**config.mk**
```make
export PLATFORM = sky130hd
export DESIGN_NAME = ibex_multdiv_arbiter
export DESIGN_NICKNAME = d
export VERILOG_FILES = /design/src/rtl/ibex_pkg.sv /design/src/rtl/ibex_multdiv_arb_pick.sv /design/src/rtl/ibex_multdiv_arbiter.sv
export SDC_FILE = /design/constraint.sdc
export NUM_CORES = 1
export LEC_CHECK = 0
export CORE_MARGIN = 4
export CORE_UTILIZATION = 42
export DETAILED_ROUTE_END_ITERATION = 10
export PLACE_DENSITY = 0.87
export SYNTH_ARGS = -nofsm -noshare
export SYNTH_HDL_FRONTEND = slang
export SYNTH_HIERARCHICAL = 1
export SYNTH_SLANG_ARGS = --single-unit
```
**constraint.sdc**
```tcl
create_clock -name clk_i -period 3.1 [get_ports clk_i]
set_input_delay 0.465 -clock clk_i [delete_from_list [all_inputs] [get_ports clk_i]]
set_output_delay 0.465 -clock clk_i [all_outputs]
set_load 0.02 [all_outputs]
```
**src/rtl/ibex_pkg.sv**
```systemverilog
// Shared types for the multdiv arbiter: operator encoding, arbiter FSM states, sizes.
package ibex_pkg;

   typedef enum logic [1:0] {
      MD_OP_MULL = 2'b00,
      MD_OP_MULH = 2'b01,
      MD_OP_DIV  = 2'b10,
      MD_OP_REM  = 2'b11
   } md_op_e;

   typedef enum logic [1:0] {
      MDARB_IDLE = 2'b00,
      MDARB_BUSY = 2'b01,
      MDARB_DONE = 2'b10
   } mdarb_state_e;

   localparam int unsigned MdArbNumReq = 2;
   localparam int unsigned MdDataW     = 32;

   function automatic logic md_op_is_mult(md_op_e op);
      return (op == MD_OP_MULL) || (op == MD_OP_MULH);
   endfunction

endpackage

```
**src/rtl/ibex_multdiv_arb_pick.sv**
```systemverilog
// Two-way winner select: the requester named by prio_i wins a tie.
module ibex_multdiv_arb_pick
   import ibex_pkg::*;
#(
   parameter int unsigned NumReq = MdArbNumReq
) (
   input  logic [NumReq-1:0] req_i,
   input  logic              prio_i,
   output logic [NumReq-1:0] gnt_c,
   output logic              idx_c
);

   always_comb begin
      idx_c = 1'b0;
      gnt_c = '0;
      if (req_i[prio_i]) begin
         idx_c = prio_i;
      end else if (req_i[~prio_i]) begin
         idx_c = ~prio_i;
      end
      if (|req_i) begin
         gnt_c[idx_c] = 1'b1;
      end
   end

endmodule

```
**src/rtl/ibex_multdiv_arbiter.sv**
```systemverilog
// Shares one multi-cycle multdiv unit between the ID stage (req 0) and the aux port (req 1).
// IBEX_MDARB_RR_EN selects round-robin; when undefined requester 0 has fixed priority.
module ibex_multdiv_arbiter
   import ibex_pkg::*;
#(
   parameter int unsigned NumReq = MdArbNumReq
) (
   input  logic                           clk_i,
   input  logic                           rst_ni,
   input  logic [NumReq-1:0]              req_i,
   input  md_op_e                         req_op_i [NumReq],
   input  logic [NumReq-1:0][1:0]         req_signed_mode_i,
   input  logic [NumReq-1:0][MdDataW-1:0] req_op_a_i,
   input  logic [NumReq-1:0][MdDataW-1:0] req_op_b_i,
   input  logic [NumReq-1:0]              kill_i,
   output logic [NumReq-1:0]              gnt_o,
   output logic [NumReq-1:0]              rsp_valid_o,
   input  logic [NumReq-1:0]              rsp_ready_i,
   output logic [MdDataW-1:0]             rsp_result_o,
   output logic                           md_mult_en_o,
   output logic                           md_div_en_o,
   output logic                           md_mult_sel_o,
   output logic                           md_div_sel_o,
   output md_op_e                         md_operator_o,
   output logic [1:0]                     md_signed_mode_o,
   output logic [MdDataW-1:0]             md_op_a_o,
   output logic [MdDataW-1:0]             md_op_b_o,
   output logic                           md_ready_id_o,
   input  logic                           md_valid_i,
   input  logic [MdDataW-1:0]             md_result_i,
   output logic                           busy_o
);

   mdarb_state_e        state_q, state_d;
   logic                owner_q, owner_d;
   md_op_e              op_q, op_d;
   logic [1:0]          mode_q, mode_d;
   logic [MdDataW-1:0]  a_q, a_d, b_q, b_d, result_q, result_d;
   logic                mult_en_q, mult_en_d, div_en_q, div_en_d;
   logic [NumReq-1:0]   rsp_valid_q, rsp_valid_d;
   logic [NumReq-1:0]   pick_gnt;
   logic                pick_idx;
   logic                prio;

   ibex_multdiv_arb_pick #(.NumReq(NumReq)) u_pick (
      .req_i  (req_i),
      .prio_i (prio),
      .gnt_c  (pick_gnt),
      .idx_c  (pick_idx)
   );

   // Grant only while IDLE and out of reset, so a DONE->IDLE cycle never grants.
   assign gnt_o = (rst_ni && (state_q == MDARB_IDLE)) ? pick_gnt : '0;

`ifdef IBEX_MDARB_RR_EN
   logic rr_q, rr_d;

   always_comb begin
      rr_d = rr_q;
      if (|gnt_o) begin
         rr_d = ~pick_idx;
      end
   end

   always_ff @(posedge clk_i or negedge rst_ni) begin
      if (!rst_ni) begin
         rr_q <= 1'b0;
      end else begin
         rr_q <= rr_d;
      end
   end

   assign prio = rr_q;
`else
   assign prio = 1'b0;
`endif

   always_comb begin
      state_d     = state_q;
      owner_d     = owner_q;
      op_d        = op_q;
      mode_d      = mode_q;
      a_d         = a_q;
      b_d         = b_q;
      result_d    = result_q;
      mult_en_d   = mult_en_q;
      div_en_d    = div_en_q;
      rsp_valid_d = rsp_valid_q;
      unique case (state_q)
         MDARB_IDLE: begin
            if (|gnt_o) begin
               owner_d   = pick_idx;
               op_d      = req_op_i[pick_idx];
               mode_d    = req_signed_mode_i[pick_idx];
               a_d       = req_op_a_i[pick_idx];
               b_d       = req_op_b_i[pick_idx];
               mult_en_d = md_op_is_mult(req_op_i[pick_idx]);
               div_en_d  = ~md_op_is_mult(req_op_i[pick_idx]);
               state_d   = MDARB_BUSY;
            end
         end
         MDARB_BUSY: begin
            // Kill beats a same-cycle unit valid; dropping the enables resets the unit.
            if (kill_i[owner_q]) begin
               mult_en_d = 1'b0;
               div_en_d  = 1'b0;
               state_d   = MDARB_IDLE;
            end else if (md_valid_i) begin
               result_d             = md_result_i;
               mult_en_d            = 1'b0;
               div_en_d             = 1'b0;
               rsp_valid_d          = '0;
               rsp_valid_d[owner_q] = 1'b1;
               state_d              = MDARB_DONE;
            end
         end
         MDARB_DONE: begin
            if (kill_i[owner_q] || rsp_ready_i[owner_q]) begin
               rsp_valid_d = '0;
               state_d     = MDARB_IDLE;
            end
         end
         default: begin
            state_d = MDARB_IDLE;
         end
      endcase
   end

   always_ff @(posedge clk_i or negedge rst_ni) begin
      if (!rst_ni) begin
         state_q     <= MDARB_IDLE;
         owner_q     <= 1'b0;
         op_q        <= MD_OP_MULL;
         mode_q      <= '0;
         a_q         <= '0;
         b_q         <= '0;
         result_q    <= '0;
         mult_en_q   <= 1'b0;
         div_en_q    <= 1'b0;
         rsp_valid_q <= '0;
      end else begin
         state_q     <= state_d;
         owner_q     <= owner_d;
         op_q        <= op_d;
         mode_q      <= mode_d;
         a_q         <= a_d;
         b_q         <= b_d;
         result_q    <= result_d;
         mult_en_q   <= mult_en_d;
         div_en_q    <= div_en_d;
         rsp_valid_q <= rsp_valid_d;
      end
   end

   assign md_mult_en_o     = mult_en_q;
   assign md_div_en_o      = div_en_q;
   assign md_mult_sel_o    = mult_en_q;
   assign md_div_sel_o     = div_en_q;
   assign md_ready_id_o    = mult_en_q | div_en_q;
   assign md_operator_o    = op_q;
   assign md_signed_mode_o = mode_q;
   assign md_op_a_o        = a_q;
   assign md_op_b_o        = b_q;
   assign rsp_valid_o      = rsp_valid_q;
   assign rsp_result_o     = result_q;
   assign busy_o           = (state_q != MDARB_IDLE);

endmodule

```
==> results of run 1 <==
-- stage by stage --
step,setup WS [ns],instance area [um^2],hold WS [ns],total power [W]
after global placement,0.450,8000,0.469,0.00521
after detailed placement,0.437,8000,0.481,0.00531
final,0.405,8320,0.278,0.00644
after floorplan,1.29,5070,0.169,0.00370
after CTS,0.419,8320,0.302,0.00652
after global routing,0.285,8320,0.340,0.00674
-- per-layer routing --
| layer | vias up | global-route usage (%) |
|---|---|---|
| li1 | 1765 | - |
| met1 | 1872 | 21.2 |
| met2 | 166 | 38.6 |
| met3 | 29 | 6.20 |
| met4 | 0 | 7.25 |
| met5 | - | 0 |
-- state kept, by name, summed over array words and instances (netlist names) --
signal	flops
rsp_valid_o	2
md_mult_en_o	1
state_q	2
md_signed_mode_o	2
rsp_result_o	32
md_op_a_o	32
md_div_en_o	1
md_op_b_o	32
owner_q	1
md_operator_o	2
-- area by class of cell --
type,count,share of cell area [%]
Multi-Input combinational cell,205,26.6
Sequential cell,107,32.2
Clock inverter,3,0.541
Clock buffer,13,3.25
Inverter,6,0.271
Tap cell,143,2.15
Timing Repair Buffer,290,35.0
-- critical path: cells and delay by family --
kind	cells	cell delay, ns
buffers and inverters	2	1.16
AO/OA/AOI/OAI	1	0.42
AND/OR/NAND/NOR	1	0.19
-- cell usage after synthesis (all sizes together) --
| master | count |
|---|---|
| and2 | 2 |
| mux2i | 4 |
| or3b | 1 |
| nand2b | 1 |
| nor3b | 2 |
| o21ai | 2 |
| nor2 | 2 |
| nand3b | 1 |
| a21boi | 3 |
| a21oi | 1 |
| nand4 | 2 |
| dfrtp | 107 |
| buf | 17 |
| inv | 6 |
| conb | 1 |
| nand2 | 6 |
| nor2b | 1 |
| or3 | 1 |
| clkbuf | 4 |
| o22ai | 1 |
| o211ai | 2 |
| o2bb2ai | 1 |
| o21a | 1 |
| mux2 | 168 |
| a221oi | 1 |
-- cells by family (layout without fill, tap and decap cells) --
kind of cell	count (synthesis)	in the layout	synth area share, %
DFF	107	107	52.9
other	1	2	0.0740
buffers and inverters	27	312	3.98
muxes	172	172	38.9
and+or+nand+nor	19	19	2.49
AOI/OAI and AO/OA	12	12	1.65
-- cell usage in the layout, fill, tap and decap left out, types with 2 or more instances in the layout --
master	count
conb_1	2
buf_4	3
mux2_1	5
clkbuf_8	3
inv_1	6
mux2_4	11
o21ai_0	2
clkdlybuf4s50_1	285
dfrtp_1	107
nand4_1	2
buf_12	2
o211ai_1	2
clkinvlp_4	2
mux2i_1	4
clkbuf_16	9
mux2_2	152
nand2_1	6
and2_1	2
-- power breakdown --
| group | internal (W) | switching (W) | total (W) |
|---|---|---|---|
| clock | 0.000693 | 0.000486 | 0.00118 |
| combinational | 0.00166 | 0.00135 | 0.00301 |
| sequential | 0.00194 | 0.000302 | 0.00224 |
-- worst paths after layout --
check	slack [ns]	cells after the start	end	start
worst min-delay path	0.28	2	md_op_a_o[14]	rst_ni
worst max-delay path	0.40	4	gnt_o[0]	req_i[0]
max in group asynchronous	1.68	3	rsp_result_o[12]	rst_ni
min in group clk_i	0.49	1	rsp_result_o[30]	rsp_result_o[30]
worst max register to register	1.23	4	md_op_a_o[23]	state_q[1]
worst min register to register	0.49	1	rsp_result_o[30]	rsp_result_o[30]
==> reports/summary.txt, run 1 <==
Measured slew at the worst slew-check pin -> 0.709 ns
Fin util -> 71.6%
Worst Path Required -> 2.63 ns
Leak pwr -> 3.37 nW
CTS root buffer -> clkbuf_16
DR top layer -> met4
Cell Area, Synth -> 5070 um^2
Num CTS Buffers -> 9
Routed via count -> 3832
Initial antenna violation count -> 0
Final HPWL DP -> 11.3 mm
Unrepaired setup endpoints after global routing -> false
Synth area leaders -> dfrtp_1 (53%), mux2_2 (34%), mux2_4 (3.3%)
Fin. max-slew vios -> 0
Avg Inst Size Synth -> 15.0 um^2
Hold/Removal Path Class -> in -> async
CP Class -> in -> out
N_diodes -> 0
Vias in the first global route -> 4289
Final Non-Filler Cells -> 767
VDD IR max -> 0.579 mV
Die area -> 13900 um^2
Cell mode on critical path -> clkdlybuf4s50_1
Critical Path AT -> 2.23 ns
Multi-input combinational cell area -> 2210 um^2
Clock Sinks -> 107
Flops & latches, synth -> 107
Crit path max-delay cell type -> clkdlybuf4s50_1
Die height -> 118 um
Max-cap violations -> 0
Final WL -> 14.4 mm
Largest net degree at the start of global routing -> 70
Gr usage total -> 20.4%
Mapped Cells -> 338
Yosys warns -> 6
Fmax achieved -> 371 MHz
Gr ovfl total -> 0
Met2 wire len -> 7.87 mm
Clock Latency Late Sink -> 0.34 ns
Cells along the critical path -> clkdlybuf4s50_1 > a21boi_0 > and2_1 > clkdlybuf4s50_1
First-pass DRT Iterations -> 4
Routed WL per cell -> 18.8 um
Core Region -> 11600 um^2
CP Max Fanout -> 4
Placer Congestion -> 0.836
Relative slew margins -> 52.7%
Antenna viol nets, final -> 0
Initial core utilization -> 43.6%
Setup TNS -> 0 ns
Vias/cell -> 5.00
Period utilization -> 86.9%
Slowest stage delay, CP -> 0.60 ns
Resized cells post-CTS -> 0
Minimum clock period -> 2.70 ns
Final nets -> 796
CP Capture Type -> output port
Post-CTS setup buffers -> 0
Rows -> 39
Die width -> 118 um
Register Area -> 2680 um^2
Worst setup SP type -> input pin
Starting DRT DRC Count -> 122
First-pass GRT wire length -> 22.7 mm
H-tree Lvls -> 3
Layout area overhead -> 64.2%
Clk buf depth -> 2
Clock transition at path regs -> 0.06 ns
PD cells -> 774 nW/um^2
Top cell type's share of synthesized area -> 52.9%
CTS tree -> yes
IO Pins -> 287
Fin Clk Skew -> 0.00394 ns
Placed cell count -> 751
Number of port buffers -> 286
Hold Buf Count CTS -> 0
Synth unique cells -> 33
Fillers -> 825
Top cell type by total area after synthesis -> dfrtp_1
Status -> finished, final reports clean
DRT met1 WL -> 5.18 mm
Hold Vio Cnt, Final -> 0
Final setup viols -> 0
Wire length on met3 -> 1.06 mm
Share of layout cells above drive strength 1 -> 30.1%
DRC violations left -> 0
Register area share after synthesis -> 52.9%
(Power assumes the default switching activity.)
==> run 2: changes to the inputs <==
PLACE_DENSITY = 0.91   (was 0.87)
==> run 2 against run 1 <==
  * Flip-flop and latch count unchanged
  * Combinational power hardly changed
  * Clock-buffer cell count shrank 3
  * Die area unchanged
  * Sequential share of layout area is essentially flat
  * Critical endpoint unchanged
  * Cell area is essentially flat
  * Non-clock buffer count up 1
  * Worst setup slack lost 0.037 ns
  * Power decreased by 0.57%
  * Hold slack lost 0.056 ns
  * Via count is essentially flat
  * Highest routed layer unchanged
==> reports/summary.txt, run 2 (synthesis gave the netlist of run 1 again) <==
Gr usage total -> 20.6% (+0.16 points)
Fillers -> 812 (-1.6%)
Reg2Reg Depth -> 3 (-1)
RR Endpoint -> rsp_result_o[5]
Fin Clk Skew -> 0.0103 ns (+0.00633 ns)
Critical Path AT -> 2.27 ns (+0.04 ns)
Share of layout cells above drive strength 1 -> 30.2% (+0.11 points)
Switch share -> 33.8% (+0.55 points)
CP Capture Type -> output port
First-pass GRT wire length -> 23.1 mm (+1.9%)
Routed via count -> 3833 (+0.026%)
Combinational share of power -> 47.2% (+0.4 points)
Final setup viols -> 0 (unchanged)
CP Max Fanout -> 4 (unchanged)
Measured slew at the worst slew-check pin -> 0.791 ns (+0.0818 ns)
Initial antenna violation count -> 0 (unchanged)
Final Non-Filler Cells -> 768 (+0.13%)
Internal power -> 0.00424 W (-1.4%)
Minimum clock period -> 2.73 ns (+0.0370 ns)
Hold Buf Count CTS -> 0 (unchanged)
H-tree Lvls -> 3 (unchanged)
Clk buf depth -> 2 (unchanged)
DRC violations left -> 0 (unchanged)
Final WL -> 14.5 mm (+0.18%)
Multi-input combinational cell area -> 2210 um^2 (unchanged)
Relative slew margins -> 47.3% (-5.5 points)
Placed Instance Area -> 8020 um^2 (+0.25%)
Placer Congestion -> 0.804 (-3.8%)
Number of port buffers -> 286 (unchanged)
Initial core utilization -> 43.6% (unchanged)
Fin. max-slew vios -> 0 (unchanged)
Rows -> 39 (unchanged)
Post-CTS setup buffers -> 0 (unchanged)
Leak pwr -> 3.37 nW (+0.10%)
Clock transition at path regs -> 0.07 ns (about the same)
Status -> finished, final reports clean
Max-cap violations -> 0 (unchanged)
Hold_ws -> 0.222 ns (-0.0561 ns)
Starting DRT DRC Count -> 108 (-11%)
Final HPWL DP -> 11.5 mm (+1.1%)
Vias/cell -> 4.99 (-0.10%)
Vias in the first global route -> 4317 (+0.65%)
Clock Power Share -> 17.8% (-0.5 points)
Die height -> 118 um (unchanged)
Final nets -> 797 (+0.13%)
FF-to-FF setup slack -> 1.23 ns (about the same)
Pwr Total -> 0.00640 W (-0.57%)
First-pass DRT Iterations -> 4 (unchanged)
Commonest non-fill, non-tap cells in the layout -> clkdlybuf4s50_1 (285), mux2_2 (152), dfrtp_1 (107), mux2_4 (11), clkbuf_16 (9)
Num CTS Buffers -> 9 (unchanged)
CTS root buffer -> clkbuf_16
Switching Power -> 0.00216 W (+1.1%)
Clock Sinks -> 107 (unchanged)
Core Region -> 11600 um^2 (unchanged)
Setup TNS -> 0 ns (unchanged)
Gr ovfl total -> 0 (unchanged)
Largest net degree at the start of global routing -> 63 (-10%)
Routed WL per cell -> 18.8 um (about the same)
CP Class -> in -> out
Worst r2r src -> state_q[1]
N_diodes -> 0 (unchanged)
Antenna viol nets, final -> 0 (unchanged)
Layout area overhead -> 64.2% (about the same)
IO Pins -> 287 (unchanged)
Die width -> 118 um (unchanged)
Die area -> 13900 um^2 (unchanged)
Commonest non-fill, non-tap cell in the layout -> clkdlybuf4s50_1
Worst setup SP type -> input pin
Resized cells post-CTS -> 0 (unchanged)
Hold/Removal Path Class -> in -> async
Unrepaired setup endpoints after global routing -> false
PD cells -> 769 nW/um^2 (-0.55%)
Hold Vio Cnt, Final -> 0 (unchanged)
Fmax achieved -> 366 MHz (-1.4%)
Period utilization -> 88.1% (+1.2 points)
VDD IR max -> 0.558 mV (-3.5%)
CTS tree -> yes
Worst Path Required -> 2.63 ns (about the same)
Clock Latency Late Sink -> 0.34 ns (about the same)
Final Instance Area -> 8320 um^2 (about the same)
Seq pwr share -> 35.0% (about the same)
Placed cell count -> 752 (+0.13%)
Register Area -> 2680 um^2 (unchanged)
## run 2: changes by cell type in the layout (fill, tap and decap cells not counted), sizes merged
cell / before / now
clkinvlp: 2 / 1
clkbuf: 13 / 10
inv: 6 / 7
clkinv: 0 / 3
buf: 5 / 6
## run 2: worst max path at each step
| stage | start | endpoint | slack [ns] | cells after the start |
|---|---|---|---|---|
| after global routing | req_i[0] | gnt_o[0] | 0.30 | 4 |
| after floorplan | req_i[1] | md_op_a_o[0] | 1.29 | 5 |
| after global placement | req_i[0] | gnt_o[0] | 0.41 | 4 |
| after CTS | req_i[0] | gnt_o[0] | 0.38 | 4 |
| after detailed placement | req_i[0] | gnt_o[0] | 0.40 | 4 |
| final | req_i[0] | gnt_o[0] | 0.37 | 4 |
## run 2: cell type report
class,instances,share of cell area (%)
Timing Repair Buffer,291,35.3
Sequential cell,107,32.2
Clock inverter,6,0.782
Tap cell,143,2.15
Clock buffer,10,2.75
Multi-Input combinational cell,205,26.6
Inverter,6,0.271
## run 2: worst max-delay path: stages
cell and delay [ns]:
clkdlybuf4s50_1 0.55, a21boi_0 0.41, and2_1 0.22, clkdlybuf4s50_1 0.63
## run 2: power groups by stage
stage               Clock, W  Sequential [W]  Combinational, W
global route         0.00123         0.00231           0.00317
floorplan                  0         0.00291          0.000783
finish               0.00114         0.00224           0.00302
global placement           0         0.00223           0.00298
detailed placement         0         0.00227           0.00304
CTS                  0.00116         0.00225           0.00306
## run 2: metal layers
metal / vias to the layer above / GRT usage (%) / share of wire [%] / wire length, um
li1: 1769 / - / - / -
met1: 1865 / 22.3 / 36 / 5170
met2: 174 / 37.2 / 54 / 7750
met3: 25 / 8.27 / 8.8 / 1280
met4: 0 / 5.64 / 2.0 / 283
met5: - / 0 / 0 / 0
## run 2: per-stage QoR
stage          util (%)  setup slack [ns]
3_3_place_gp       69.1             0.408
2_1_floorplan         -              1.29
5_1_grt            71.6             0.302
4_1_cts            71.6             0.376
3_5_place_dp       69.1             0.396
6_report           71.6             0.368
